## src/rtl/mul_div_row_sequencer_if.sv

```systemverilog
// Request/result bundle for the iterative multiply/divide row sequencer.
// The master side issues operations; the slave side is the sequencer itself.
interface mul_div_row_sequencer_if #(parameter int W = 4);
  logic            i_start;
  logic            i_mul_bar;
  logic [W-1:0]    i_a;
  logic [2*W-1:0]  i_b;
  logic            o_busy;
  logic            o_done;
  logic [W-1:0]    o_result_hi;
  logic [W-1:0]    o_result_lo;
  logic            o_div_err;
  logic            o_ovf;

  modport master (
    output i_start, i_mul_bar, i_a, i_b,
    input  o_busy, o_done, o_result_hi, o_result_lo, o_div_err, o_ovf
  );

  modport slave (
    input  i_start, i_mul_bar, i_a, i_b,
    output o_busy, o_done, o_result_hi, o_result_lo, o_div_err, o_ovf
  );
endinterface

```

## src/rtl/mul_div_row_sequencer.sv

```systemverilog
// Iterative unsigned multiply (shift-add) / divide (non-restoring) unit that reuses
// a single W+1-bit add/sub row for W cycles, with a final remainder correction step.
module mul_div_row_sequencer #(
  parameter int W = 4
) (
  input  logic                      i_clk,
  input  logic                      i_rst,
  mul_div_row_sequencer_if.slave    bus
);
  localparam int STEP_W = (W > 1) ? $clog2(W) : 1;

  typedef enum logic [2:0] {S_IDLE, S_LOAD, S_RUN, S_FIX, S_DONE} state_t;

  state_t            r_state;
  logic [STEP_W-1:0] r_step;
  logic              r_mulBar;
  logic [W-1:0]      r_a;
  logic [W:0]        r_acc;
  logic [W-1:0]      r_q;
  logic              r_p;
  logic              r_errDiv;
  logic              r_errOvf;
  logic              r_busy;
  logic              r_done;
  logic [W-1:0]      r_resHi;
  logic [W-1:0]      r_resLo;
  logic              r_outDivErr;
  logic              r_outOvf;

  logic [W:0] w_aExt;
  logic [W:0] w_mulSum;
  logic [W:0] w_divShift;
  logic [W:0] w_divSum;
  logic [W:0] w_fixR;
  logic       w_lastStep;

  // r_acc doubles as the multiply accumulator and the signed partial remainder R.
  assign w_aExt     = {1'b0, r_a};
  assign w_mulSum   = r_q[0] ? (r_acc + w_aExt) : r_acc;
  assign w_divShift = {r_acc[W-1:0], r_q[W-1]};
  assign w_divSum   = r_p ? (w_divShift + w_aExt) : (w_divShift - w_aExt);
  assign w_fixR     = r_acc[W] ? (r_acc + w_aExt) : r_acc;
  assign w_lastStep = (r_step == STEP_W'(W - 1));

  always_ff @(posedge i_clk) begin
    if (i_rst) begin
      r_state     <= S_IDLE;
      r_step      <= '0;
      r_mulBar    <= 1'b0;
      r_a         <= '0;
      r_acc       <= '0;
      r_q         <= '0;
      r_p         <= 1'b0;
      r_errDiv    <= 1'b0;
      r_errOvf    <= 1'b0;
      r_busy      <= 1'b0;
      r_done      <= 1'b0;
      r_resHi     <= '0;
      r_resLo     <= '0;
      r_outDivErr <= 1'b0;
      r_outOvf    <= 1'b0;
    end else begin
      case (r_state)
        S_IDLE: begin
          if (bus.i_start) begin
            r_mulBar <= bus.i_mul_bar;
            r_a      <= bus.i_a;
            r_acc    <= bus.i_mul_bar ? {1'b0, bus.i_b[2*W-1:W]} : '0;
            r_q      <= bus.i_b[W-1:0];
            r_busy   <= 1'b1;
            r_state  <= S_LOAD;
          end
        end
        S_LOAD: begin
          r_outDivErr <= 1'b0;
          r_outOvf    <= 1'b0;
          r_p         <= 1'b0;
          r_step      <= '0;
          r_errDiv    <= r_mulBar && (r_a == '0);
          r_errOvf    <= r_mulBar && (r_a != '0) && (r_acc[W-1:0] >= r_a);
          // Errors still pass through FIX so they share its single settle cycle.
          if (r_mulBar && ((r_a == '0) || (r_acc[W-1:0] >= r_a)))
            r_state <= S_FIX;
          else
            r_state <= S_RUN;
        end
        S_RUN: begin
          if (r_mulBar) begin
            r_acc <= w_divSum;
            r_q   <= {r_q[W-2:0], ~w_divSum[W]};
            r_p   <= w_divSum[W];
          end else begin
            r_acc <= {1'b0, w_mulSum[W:1]};
            r_q   <= {w_mulSum[0], r_q[W-1:1]};
          end
          if (w_lastStep) begin
            r_step <= '0;
            if (r_mulBar) begin
              r_state <= S_FIX;
            end else begin
              r_resHi <= w_mulSum[W:1];
              r_resLo <= {w_mulSum[0], r_q[W-1:1]};
              r_busy  <= 1'b0;
              r_done  <= 1'b1;
              r_state <= S_DONE;
            end
          end else begin
            r_step <= r_step + STEP_W'(1);
          end
        end
        S_FIX: begin
          if (r_errDiv || r_errOvf) begin
            r_resHi     <= '1;
            r_resLo     <= '1;
            r_outDivErr <= r_errDiv;
            r_outOvf    <= r_errOvf;
          end else begin
            r_resHi <= w_fixR[W-1:0];
            r_resLo <= r_q;
          end
          r_busy  <= 1'b0;
          r_done  <= 1'b1;
          r_state <= S_DONE;
        end
        S_DONE: begin
          r_done  <= 1'b0;
          r_state <= S_IDLE;
        end
        default: begin
          r_busy  <= 1'b0;
          r_done  <= 1'b0;
          r_state <= S_IDLE;
        end
      endcase
    end
  end

  assign bus.o_busy      = r_busy;
  assign bus.o_done      = r_done;
  assign bus.o_result_hi = r_resHi;
  assign bus.o_result_lo = r_resLo;
  assign bus.o_div_err   = r_outDivErr;
  assign bus.o_ovf       = r_outOvf;
endmodule

```

## src/flat_wrapper.sv

```systemverilog
// flat-port wrapper written by rule: the top's interface ports become plain ports
module mul_div_row_sequencer_flat 
#(
  parameter int W = 4
)
  (i_clk, i_rst, bus_i_start, bus_i_mul_bar, bus_i_a, bus_i_b, bus_o_busy, bus_o_done, bus_o_result_hi, bus_o_result_lo, bus_o_div_err, bus_o_ovf);
  mul_div_row_sequencer_if #(.W(W)) bus_i ();
  input  logic i_clk;
  input  logic i_rst;
  input wire logic [$bits(bus_i.i_start)-1:0] bus_i_start;
  input wire logic [$bits(bus_i.i_mul_bar)-1:0] bus_i_mul_bar;
  input wire logic [$bits(bus_i.i_a)-1:0] bus_i_a;
  input wire logic [$bits(bus_i.i_b)-1:0] bus_i_b;
  output wire logic [$bits(bus_i.o_busy)-1:0] bus_o_busy;
  output wire logic [$bits(bus_i.o_done)-1:0] bus_o_done;
  output wire logic [$bits(bus_i.o_result_hi)-1:0] bus_o_result_hi;
  output wire logic [$bits(bus_i.o_result_lo)-1:0] bus_o_result_lo;
  output wire logic [$bits(bus_i.o_div_err)-1:0] bus_o_div_err;
  output wire logic [$bits(bus_i.o_ovf)-1:0] bus_o_ovf;
  assign bus_i.i_start = bus_i_start;
  assign bus_i.i_mul_bar = bus_i_mul_bar;
  assign bus_i.i_a = bus_i_a;
  assign bus_i.i_b = bus_i_b;
  assign bus_o_busy = bus_i.o_busy;
  assign bus_o_done = bus_i.o_done;
  assign bus_o_result_hi = bus_i.o_result_hi;
  assign bus_o_result_lo = bus_i.o_result_lo;
  assign bus_o_div_err = bus_i.o_div_err;
  assign bus_o_ovf = bus_i.o_ovf;
  mul_div_row_sequencer #(.W(W)) u_core (.i_clk(i_clk), .i_rst(i_rst), .bus(bus_i));
endmodule
```

## config.mk

```make
export PLATFORM = sky130hd
export DESIGN_NAME = mul_div_row_sequencer_flat
export DESIGN_NICKNAME = d
export VERILOG_FILES = /design/src/rtl/mul_div_row_sequencer_if.sv /design/src/rtl/mul_div_row_sequencer.sv /design/src/flat_wrapper.sv
export SDC_FILE = /design/constraint.sdc
export NUM_CORES = 1
export LEC_CHECK = 0
export CORE_ASPECT_RATIO = 2
export CORE_MARGIN = 8
export CORE_UTILIZATION = 50
export CTS_BUF_LIST = sky130_fd_sc_hd__clkbuf_8 sky130_fd_sc_hd__clkbuf_16
export DETAILED_ROUTE_END_ITERATION = 7
export HOLD_SLACK_MARGIN = 0.08
export PLACE_DENSITY_LB_ADDON = 0.15
export SYNTH_ARGS = -nofsm -noshare
export SYNTH_HDL_FRONTEND = slang
export SYNTH_SLANG_ARGS = --single-unit
```

## constraint.sdc

```tcl
create_clock -name i_clk -period 7.5 [get_ports i_clk]
set_clock_uncertainty 0.1 [all_clocks]
set_input_delay 1.5 -clock i_clk [delete_from_list [all_inputs] [get_ports i_clk]]
set_output_delay 1.5 -clock i_clk [all_outputs]
set_load 0.1 [all_outputs]
```

==> results of run 1 <==
-- kinds of logic (layout without fill, tap and decap cells) --
group                    after synthesis  after routing  synth area share
flip-flops                            34             34             0.325
XOR/XNOR                               8              8            0.0335
adder cells (fa/ha/maj)               16             16             0.103
multiplexers                           5              5            0.0245
AO/OA/AOI/OAI                         77             77             0.238
AND/OR/NAND/NOR                      100            100             0.225
buffers and inverters                 27             47            0.0502
-- placed cells by master (no fill, tap or decap), types with 2 or more instances in the layout --
cell	count
o21ai_0	6
o221ai_1	2
mux2i_1	4
clkdlybuf4s50_1	27
o311ai_0	3
ha_1	14
dfxtp_1	34
nor2_1	24
nand3_1	5
o21a_1	3
a211oi_1	9
a311oi_1	5
a21oi_1	30
o32a_1	2
nand2_1	38
nand2b_1	6
a21o_1	5
clkbuf_8	6
inv_1	12
xor2_1	2
nand3b_1	2
nor2_2	2
xnor2_1	6
nor3_1	10
a31oi_1	4
fa_1	2
o21ai_1	2
nor2b_1	6
-- per-layer routing --
layer,global-route usage,part of all wire,vias up
li1,-,-,984
met1,0.184,0.38,934
met2,0.311,0.56,41
met3,0.0359,0.038,9
met4,0.0788,0.024,0
met5,0,0,-
-- final timing paths --
path                                                  end  slack (ns)  depth (start not counted)
worst min-delay path            u_core.bus.o_result_hi[0]        0.35                          2
worst max-delay path                           bus_o_busy        4.12                          1
worst max register to register            u_core.r_acc[4]        4.60                          9
worst min register to register  u_core.bus.o_result_hi[0]        0.35                          2
-- through the flow --
step           hold slack, ns  instances  worst slack [ns]  power, mW   util
2_1_floorplan           0.344        267              4.88      0.387      -
3_3_place_gp            0.343        331              4.29      0.436  0.586
3_5_place_dp            0.346        331              4.25      0.439  0.586
4_1_cts                 0.356        339              4.10      0.580  0.609
5_1_grt                 0.387        339              4.07      0.615  0.609
6_report                0.354        339              4.12      0.576  0.609
-- worst min-delay path, cell delays in order (launching register included) --
cell and delay (ns):
dfxtp_1 0.31, nand2_1 0.05, a21oi_1 0.05
-- cell type report --
type / count / area, µm² / area share
repair buffers: 28 / 278 / 0.113
well taps: 52 / 65.1 / 0.0264
clock inverters: 2 / 8.76 / 0.00356
multi-input cells: 206 / 1310 / 0.531
inverters: 11 / 41.3 / 0.0168
flip-flops and latches: 34 / 681 / 0.276
clock buffers: 6 / 82.6 / 0.0335
-- where the power goes --
group | switching (mW) | internal [mW] | leakage, nW | total [mW]
logic | 0.116 | 0.0865 | 0.603 | 0.203
clock network | 0.0670 | 0.0727 | 0.0524 | 0.140
registers | 0.0352 | 0.198 | 0.277 | 0.234
total | 0.219 | 0.358 | 0.932 | 0.576
-- sequential cells by signal, indices dropped and copies added (netlist names), 2 cells and up --
name	count
u_core.bus.o_result_hi	4
u_core.r_q	4
u_core.r_step	2
u_core.r_a	4
u_core.r_acc	5
u_core.r_state	3
u_core.bus.o_result_lo	4
==> reports/results.ini, run 1 <==
[run_status]
status=finished, final reports clean

[floorplan]
die_h_um=108
std_cell_rows=33
ioPinCount=28
floorplan.initialDensity=0.517
die_area_mm2=0.00664
coreArea_mm2=0.00405
dieWidth_um=61.8

[yosys]
synth_edf_count=0
async_reset_ff_frac=0
seq_area_frac_synth=0.325
syn-num-nets=299
yosysTopAreaCell=dfxtp_1
ys_seq_elements=34
yosysWarnings=0
syn_inst=267
synth_flop_cell=dfxtp_1
syn-cell-area_mm2=0.00209
synth_top_area_share=0.325
syn_area_per_cell_um2=7.84
yosysMostFrequentCell=nand2_1
synth_commonest_cells=38 x nand2_1, 34 x dfxtp_1, 30 x a21oi_1
ys_top_cells_by_area=dfxtp_1 33%, ha_1 8.4%, a21oi_1 7.2%, nand2_1 6.8%, nor2_1 4.3%
synth_cell_types=43

[min_path]
hold_start=u_core.bus.o_result_hi[0]
hp-class=flip-flop to flip-flop

[place]
gp_congestion=0.901
port_buffers=27
placed_cell_area_mm2=0.00237
hpwl_um=3990

[global_route]
grt-ovfl-total=0
grt_pass1_vias=1938
grt_max_degree=36
antenna_found_initial=0
grtUsageTotal=0.176
grt_first_pass_wirelength_um=8870

[worst_setup_path]
crit_fanout=3
path_cells=clkdlybuf4s50_1
crit_family=buffers and inverters
path_buf_inv=1
critical_path_class=flip-flop to output pin
cp_slowest_cell=clkdlybuf4s50_1
critPathMaxStageDelay_ns=1.14
end_kind=output pin
arrival_ns=1.78
crit_required_ns=5.90
r2r_start=u_core.r_a[1]
cp-start-kind=flip-flop
critPathLaunch=u_core.bus.o_busy

[final_layout]
fin_nets=318
fillers=427
final_area_mm2=0.00246
drive_above_1_share=0.0523
antenna-diode-count=0
synthToLayoutAreaGrowth_pct=17.7

[cts]
cts_resized=0
cts_buffers=5
clk_pin_slew_ns=0.07
ctsHoldBuffers=0
cts_root_buf=clkbuf_8
clk_latency_ns=0.29
cts_setup_buffers=0
cts_max_path_buffers=2
htreeDepth=2
cts_sinks=34
cts_tree=built

[sta]
setup_violations=0
tightest_slew_ns=0.978
relSlewSlack=0.346
fmax_mhz=296
tns_ns=0
hold_viol_final=0
slew_violations=0
finalCritPeriodShare=0.450
period_minus_slack_ns=3.38
grt_setup_unrepaired=false

[detailed_routing]
via_per_inst=5.81
ant_nets=0
dr.pass1.iters=4
via_count=1968
drtIter0Drc=58
wl_per_cell_um=15.7
remaining_drc_errors=0
routed_wl_um=5310

[power]
ir_drop_mv=0.159
cellPowerDensity_mw_per_mm2=234
leakage_nw=0.932

[run]
max_cap_viol_count=0

Power figures use the tool's default switching activity.
==> inputs of run 2 (changes only) <==
Settings changed: CORE_UTILIZATION 50 to 49.
Clock period 7.5 ns to 2.75 ns, I/O delays scaled along.
==> run 2 against run 1 <==
- via count rose by 0.41%
- first-iteration DRC count rose by 14%
- total power rose to 2.9 times the previous value
- critical path type is now flip-flop to flip-flop
- critical endpoint is now u_core.r_p
==> reports/results.ini, run 2 (synthesis results as in run 1) <==
[worst_setup_path]
path_cells=inv_1 -> ha_1 -> mux2_2 -> fa_2 -> a21o_1 -> a21oi_1 -> xnor2_1 -> or4_1 -> a21oi_1
end_kind=flip-flop
rr_worst_depth=9  ; unchanged
arrival_ns=2.71  ; +0.93 ns
critPathCapture=u_core.r_p
r2r_start=u_core.r_a[1]
critPathLaunch=u_core.r_a[1]
r2r_setup_slack_ns=0.16  ; -4.44 ns
r2r-end=u_core.r_p
critical_path_class=flip-flop to flip-flop
crit_fanout=3  ; unchanged
cpMostUsedCell=a21oi_1
cp-start-kind=flip-flop
crit_required_ns=2.87  ; -3.03 ns
critPathMaxStageDelay_ns=0.50  ; -0.64 ns
cp_slowest_cell=or4_1

[final_layout]
final_cell_mix=38 x nand2_1, 34 x dfxtp_1, 30 x a21oi_1
fin_cells=344  ; +1.5%
post-route-util=0.609  ; about the same
regMostFlops=u_core.r_acc
drive_above_1_share=0.110  ; +0.0573
fin_nets=323  ; +1.6%
largest_reg_flops=5  ; unchanged
antenna-diode-count=0  ; unchanged
mostFrequentLayoutCell=nand2_1
synthToLayoutAreaGrowth_pct=18.9
fillers=372  ; -13%
final_area_mm2=0.00249  ; +1.0%

[global_route]
grt_max_degree=36  ; unchanged
grt_pass1_vias=1868  ; -3.6%
grtUsageTotal=0.162  ; -0.0136
antenna_found_initial=0  ; unchanged
grt-ovfl-total=0  ; unchanged
grt_first_pass_wirelength_um=8890  ; +0.16%

[detailed_routing]
via_count=1976  ; +0.41%
drtIter0Drc=66  ; +14%
dr.pass1.iters=4  ; unchanged
via_per_inst=5.74  ; -1.1%
remaining_drc_errors=0  ; unchanged
routed_wl_um=5370  ; +1.1%
wl_per_cell_um=15.6  ; -0.41%
ant_nets=0  ; unchanged

[power]
power.internal_mw=1.05  ; +190%
swShare=0.365  ; -0.0148
pwr-share-comb=0.349  ; -0.003
seq_power_share=0.379  ; -0.026
p_clk_frac=0.271  ; +0.028
leakage_nw=0.988  ; +6.0%
cellPowerDensity_mw_per_mm2=664  ; +180%
power_mw=1.65  ; +190%
p_switching_uw=602  ; +180%
ir_drop_mv=0.358  ; +130%

[sta]
finalCritPeriodShare=0.943
layout_setup_ws_ns=0.156  ; -3.97 ns
tightest_slew_ns=0.721  ; -0.257 ns
grt_setup_unrepaired=false
fmax_mhz=386
hold_viol_final=0  ; unchanged
tns_ns=0  ; unchanged
slew_violations=0  ; unchanged
hold_ws_ns=0.356  ; +0.00200 ns
setup_violations=0  ; unchanged
relSlewSlack=0.519  ; +0.173
period_minus_slack_ns=2.59

[place]
place_ws_ns=0.105  ; -4.14 ns
placed_cell_area_mm2=0.00238  ; +0.32%
port_buffers=27  ; unchanged
gp_congestion=0.863  ; -4.2%
dp.cells=336  ; +1.5%
hpwl_um=4060  ; +1.9%

[cts]
clk_pin_slew_ns=0.07  ; about the same
cts_setup_buffers=0  ; unchanged
cts_buffers=5  ; unchanged
cts_max_path_buffers=2  ; unchanged
cts_sinks=34  ; unchanged
htreeDepth=2  ; unchanged
cts_tree=built
ctsHoldBuffers=0  ; unchanged
cts_root_buf=clkbuf_8
cts_resized=0  ; unchanged
clk_latency_ns=0.29  ; about the same

[run_status]
status=finished, final reports clean

[min_path]
hp-class=flip-flop to flip-flop
whs_path_depth=2  ; unchanged

[floorplan]
coreArea_mm2=0.00409  ; +1.0%
floorplan.initialDensity=0.512  ; -0.00523
std_cell_rows=33  ; unchanged
die_area_mm2=0.00675  ; +1.6%
die_h_um=108  ; +0.86%
ioPinCount=28  ; unchanged
dieWidth_um=62.2  ; +0.75%

[run]
max_cap_viol_count=0  ; unchanged

==> run 2: cell count changes in the layout (fill, tap and decap cells not counted), sizes merged <==
cell,delta
clkbuf,-1
bufinv,+1
inv,+1
clkdlybuf4s50,-12
clkinv,-1
buf,+17
==> run 2: how the worst min path moves through the flow <==
| stage | start | endpoint | slack, ns |
|---|---|---|---|
| 2_1_floorplan | u_core.r_errOvf | u_core.r_errOvf | 0.34 |
| 5_1_grt | u_core.bus.o_result_lo[3] | u_core.bus.o_result_lo[3] | 0.39 |
| 3_5_place_dp | u_core.bus.o_done | u_core.bus.o_done | 0.35 |
| 3_3_place_gp | u_core.bus.o_result_lo[3] | u_core.bus.o_result_lo[3] | 0.34 |
| 4_1_cts | u_core.bus.o_result_lo[3] | u_core.bus.o_result_lo[3] | 0.36 |
| 6_report | u_core.bus.o_result_lo[3] | u_core.bus.o_result_lo[3] | 0.36 |
==> run 2: worst max-delay path: cells and delay by family (launching register included) <==
family,cells,cell delay [ns]
DFF,1,0.33
xor gates and xnor gates,1,0.10
adders and majority gates,2,0.64
muxes,1,0.29
and+or+nand+nor,1,0.50
buffers and inverters,1,0.07
AOI/OAI and AO/OA,3,0.50
==> run 2: cell type report <==
type	count	area [µm²]	area share
Clock buffer	5	68.8	0.0277
Clock inverter	3	37.5	0.0151
Inverter	11	41.3	0.0166
Multi-Input combinational cell	206	1310	0.526
Sequential cell	34	681	0.274
Tap cell	52	65.1	0.0261
Timing Repair Buffer	33	285	0.115
==> run 2: routing by layer <==
| metal | vias to the layer above | wire (µm) | global-route usage |
|---|---|---|---|
| li1 | 991 | - | - |
| met1 | 926 | 2090 | 0.162 |
| met2 | 46 | 2920 | 0.305 |
| met3 | 13 | 210 | 0.0342 |
| met4 | 0 | 149 | 0.0840 |
| met5 | - | 0 | 0 |
==> run 2: power groups by stage <==
stage	combinational (mW)	clock [mW]	sequential (mW)
after floorplan	0.412	0	0.643
after global placement	0.566	0	0.634
after detailed placement	0.575	0	0.635
after CTS	0.578	0.458	0.624
after global routing	0.637	0.478	0.634
final	0.577	0.448	0.626
==> inputs of run 3 (changes only) <==
Settings changed: ABC_AREA set to 1, CORE_MARGIN 8 to 2, CORE_UTILIZATION 49 to 50.
==> run 3 against run 2 <==
- wire length up 1.0%
- first-iteration DRC count down 23%
- count of clock-buffer cells in the layout up 1
- design area down 0.40%
- critical path depth up 1
- sequential cell count unchanged
- non-clock buffer count down 5
- total power up 62%
- synthesized area up 0.96%
- maximum frequency up 18%
- global-route usage up 8.3 points
- synthesized cell count up 13%
- largest cell class unchanged
- highest routed layer unchanged
==> reports/results.ini, run 3 <==
[place]
placed_cell_area_mm2=0.00238  ; +0.16%
gp_congestion=0.862  ; -0.17%
hpwl_um=4250  ; +4.6%
port_buffers=27  ; unchanged

[sta]
fmax_mhz=456  ; +18%
tightest_slew_ns=0.600  ; -0.121 ns
hold_viol_final=0  ; unchanged
setup_violations=0  ; unchanged
period_minus_slack_ns=2.19  ; -0.399 ns
hold_ws_ns=0.366  ; +0.0109 ns
finalCritPeriodShare=0.798  ; -0.145
relSlewSlack=0.600  ; +0.0808
grt_setup_unrepaired=false
slew_violations=0  ; unchanged
tns_ns=0  ; unchanged

[worst_setup_path]
critPathCapture=u_core.r_acc[4]
r2r-end=u_core.r_acc[4]
rr_worst_depth=10  ; +1
crit_fanout=5  ; +2
arrival_ns=2.33  ; -0.38 ns
critPathLaunch=u_core.r_a[1]
end_kind=flip-flop
crit_required_ns=2.88  ; about the same
r2r_setup_slack_ns=0.56  ; +0.40 ns
cp-start-kind=flip-flop
critical_path_class=flip-flop to flip-flop
r2r_start=u_core.r_a[1]

[global_route]
antenna_found_initial=0  ; unchanged
grtUsageTotal=0.245  ; +0.0835
grt-ovfl-total=0  ; unchanged
grt_max_degree=22  ; -39%
grtUsageMet1=0.232  ; +0.0699
globalRoute.busiestLayer=met2
grt_first_pass_wirelength_um=8800  ; -0.93%
grt_pass1_vias=1995  ; +6.8%
use_met2=0.473  ; +0.168
grtUsageMet3=0.0404  ; +0.00621

[final_layout]
final_area_mm2=0.00248  ; -0.40%
regMostFlops=u_core.r_acc
mostFrequentLayoutCell=nand2_1
fin_nets=363  ; +12%
synthToLayoutAreaGrowth_pct=17.3
antenna-diode-count=0  ; unchanged
drive_above_1_share=0.108  ; -0.00116
final_cell_mix=66 x nand2_1, 39 x a21oi_1, 34 x dfxtp_1
post-route-util=0.606  ; -0.00245
largest_reg_flops=5  ; unchanged

[yosys]
synth_flop_cell=dfxtp_1
yosysMostFrequentCell=nand2_1
synth_commonest_cells=66 x nand2_1, 39 x a21oi_1, 34 x dfxtp_1
yosysWarnings=0  ; unchanged
ys_top_cells_by_area=dfxtp_1 32%, nand2_1 12%, a21oi_1 9.2%, ha_1 8.3%, o21ai_0 6.9%
synth_compound_area_frac=0.202  ; -0.0360
synth.mux.area_fraction=0.00947  ; -0.0150
syn-cell-area_mm2=0.00211  ; +0.96%
synthSimpleGateAreaFrac=0.269  ; +0.0440
syn-num-nets=335  ; +12%
yosysTopAreaCell=dfxtp_1
synth_edf_count=0  ; unchanged
synth_cell_types=30  ; -30%
synth_top_family_by_area=simple AND/OR/NAND/NOR gates
yosys.area_share.adder=0.102  ; -0.000974
ys_seq_elements=34  ; unchanged
syn_area_per_cell_um2=6.97  ; -11%
seq_area_frac_synth=0.322  ; -0.00308
synth_xor_area_frac=0.0124  ; -0.0210
async_reset_ff_frac=0  ; unchanged
syn_inst=303  ; +13%
synth_top_area_share=0.322  ; -0.00308

[detailed_routing]
via_per_inst=5.50  ; -4.2%
ant_nets=0  ; unchanged
remaining_drc_errors=0  ; unchanged
via_count=2113  ; +6.9%
wl_per_cell_um=14.1  ; -9.5%
dr.pass1.iters=4  ; unchanged
drtIter0Drc=51  ; -23%
routed_wl_um=5430  ; +1.0%

[power]
leakage_nw=1.14  ; +16%
ir_drop_mv=0.553  ; +55%
cellPowerDensity_mw_per_mm2=1080  ; +63%

[floorplan]
floorplan.initialDensity=0.517  ; +0.00490
ioPinCount=28  ; unchanged
std_cell_rows=33  ; unchanged
coreArea_mm2=0.00409  ; unchanged
dieWidth_um=50.0  ; -20%
die_h_um=95.9  ; -12%
die_area_mm2=0.00479  ; -29%

[run]
max_cap_viol_count=0  ; unchanged

[run_status]
status=finished, final reports clean

[cts]
cts_sinks=34  ; unchanged
clk_latency_ns=0.30  ; about the same
clk_pin_slew_ns=0.08  ; about the same
cts_resized=0  ; unchanged
cts_tree=built
ctsHoldBuffers=0  ; unchanged
cts_buffers=5  ; unchanged
htreeDepth=2  ; unchanged
cts_root_buf=clkbuf_8
cts_setup_buffers=0  ; unchanged
cts_max_path_buffers=2  ; unchanged

[min_path]
hp-class=flip-flop to flip-flop

-- run 3: changes by cell type in the layout (fill, tap and decap cells not counted), moves of 6 or more --
cell	previous run	this run
a211oi_1	9	0
nor2b_1	6	0
o21ai_0	6	29
nand2b_1	6	0
a21oi_1	30	39
nand2_1	38	66
nand3_1	5	19
inv_1	13	31
nor3_1	10	3
-- run 3: how the worst min path moves through the flow --
stage,cells after the start,slack [ns],start,end
after floorplan,2,0.35,u_core.r_errOvf,u_core.bus.o_ovf
after global placement,2,0.35,u_core.bus.o_ovf,u_core.bus.o_ovf
after detailed placement,2,0.36,u_core.bus.o_div_err,u_core.bus.o_div_err
after CTS,2,0.37,u_core.bus.o_div_err,u_core.bus.o_div_err
after global routing,2,0.39,u_core.bus.o_div_err,u_core.bus.o_div_err
final,2,0.37,u_core.bus.o_div_err,u_core.bus.o_div_err
-- run 3: layout make-up --
type	instances	area (µm²)
Clock inverter	2	12.5
Timing Repair Buffer	28	248
Tap cell	52	65.1
Clock buffer	6	82.6
Fill cell	410	1610
Sequential cell	34	681
Multi-Input combinational cell	229	1260
Inverter	33	131
-- run 3: where the power goes --
group          total, mW  switching, mW  internal [mW]
logic               1.50           1.02          0.478
registers          0.786          0.163          0.623
clock network      0.400          0.199          0.201
total               2.68           1.38           1.30
-- run 3: cells by family (layout without fill, tap and decap cells) --
| kind of cell | after synthesis | in the layout |
|---|---|---|
| fa+ha+maj | 16 | 16 |
| buf+inv | 40 | 69 |
| mux | 2 | 2 |
| xor+xnor | 3 | 3 |
| flops | 34 | 34 |
| simple gates | 127 | 127 |
| compound gates | 81 | 81 |
-- run 3: critical path: stages (launching register included) --
cell and delay (ns):
dfxtp_1 0.39, inv_1 0.12, ha_1 0.29, nand2_1 0.06
o21ai_0 0.15, fa_1 0.46, a21oi_1 0.21, inv_1 0.06
nand2_1 0.08, nand3_1 0.09, a21oi_1 0.12
-- run 3: stage by stage --
| stage | power [mW] | worst slack, ns | cells |
|---|---|---|---|
| floorplan | 1.94 | 0.744 | 303 |
| global placement | 2.26 | 0.625 | 376 |
| detailed placement | 2.28 | 0.568 | 376 |
| CTS | 2.67 | 0.571 | 384 |
| global route | 2.89 | 0.339 | 384 |
| finish | 2.68 | 0.555 | 384 |
-- run 3: routing by layer --
layer	vias up	part of all wire
li1	1058	-
met1	996	0.36
met2	46	0.56
met3	13	0.032
met4	0	0.041
met5	-	0
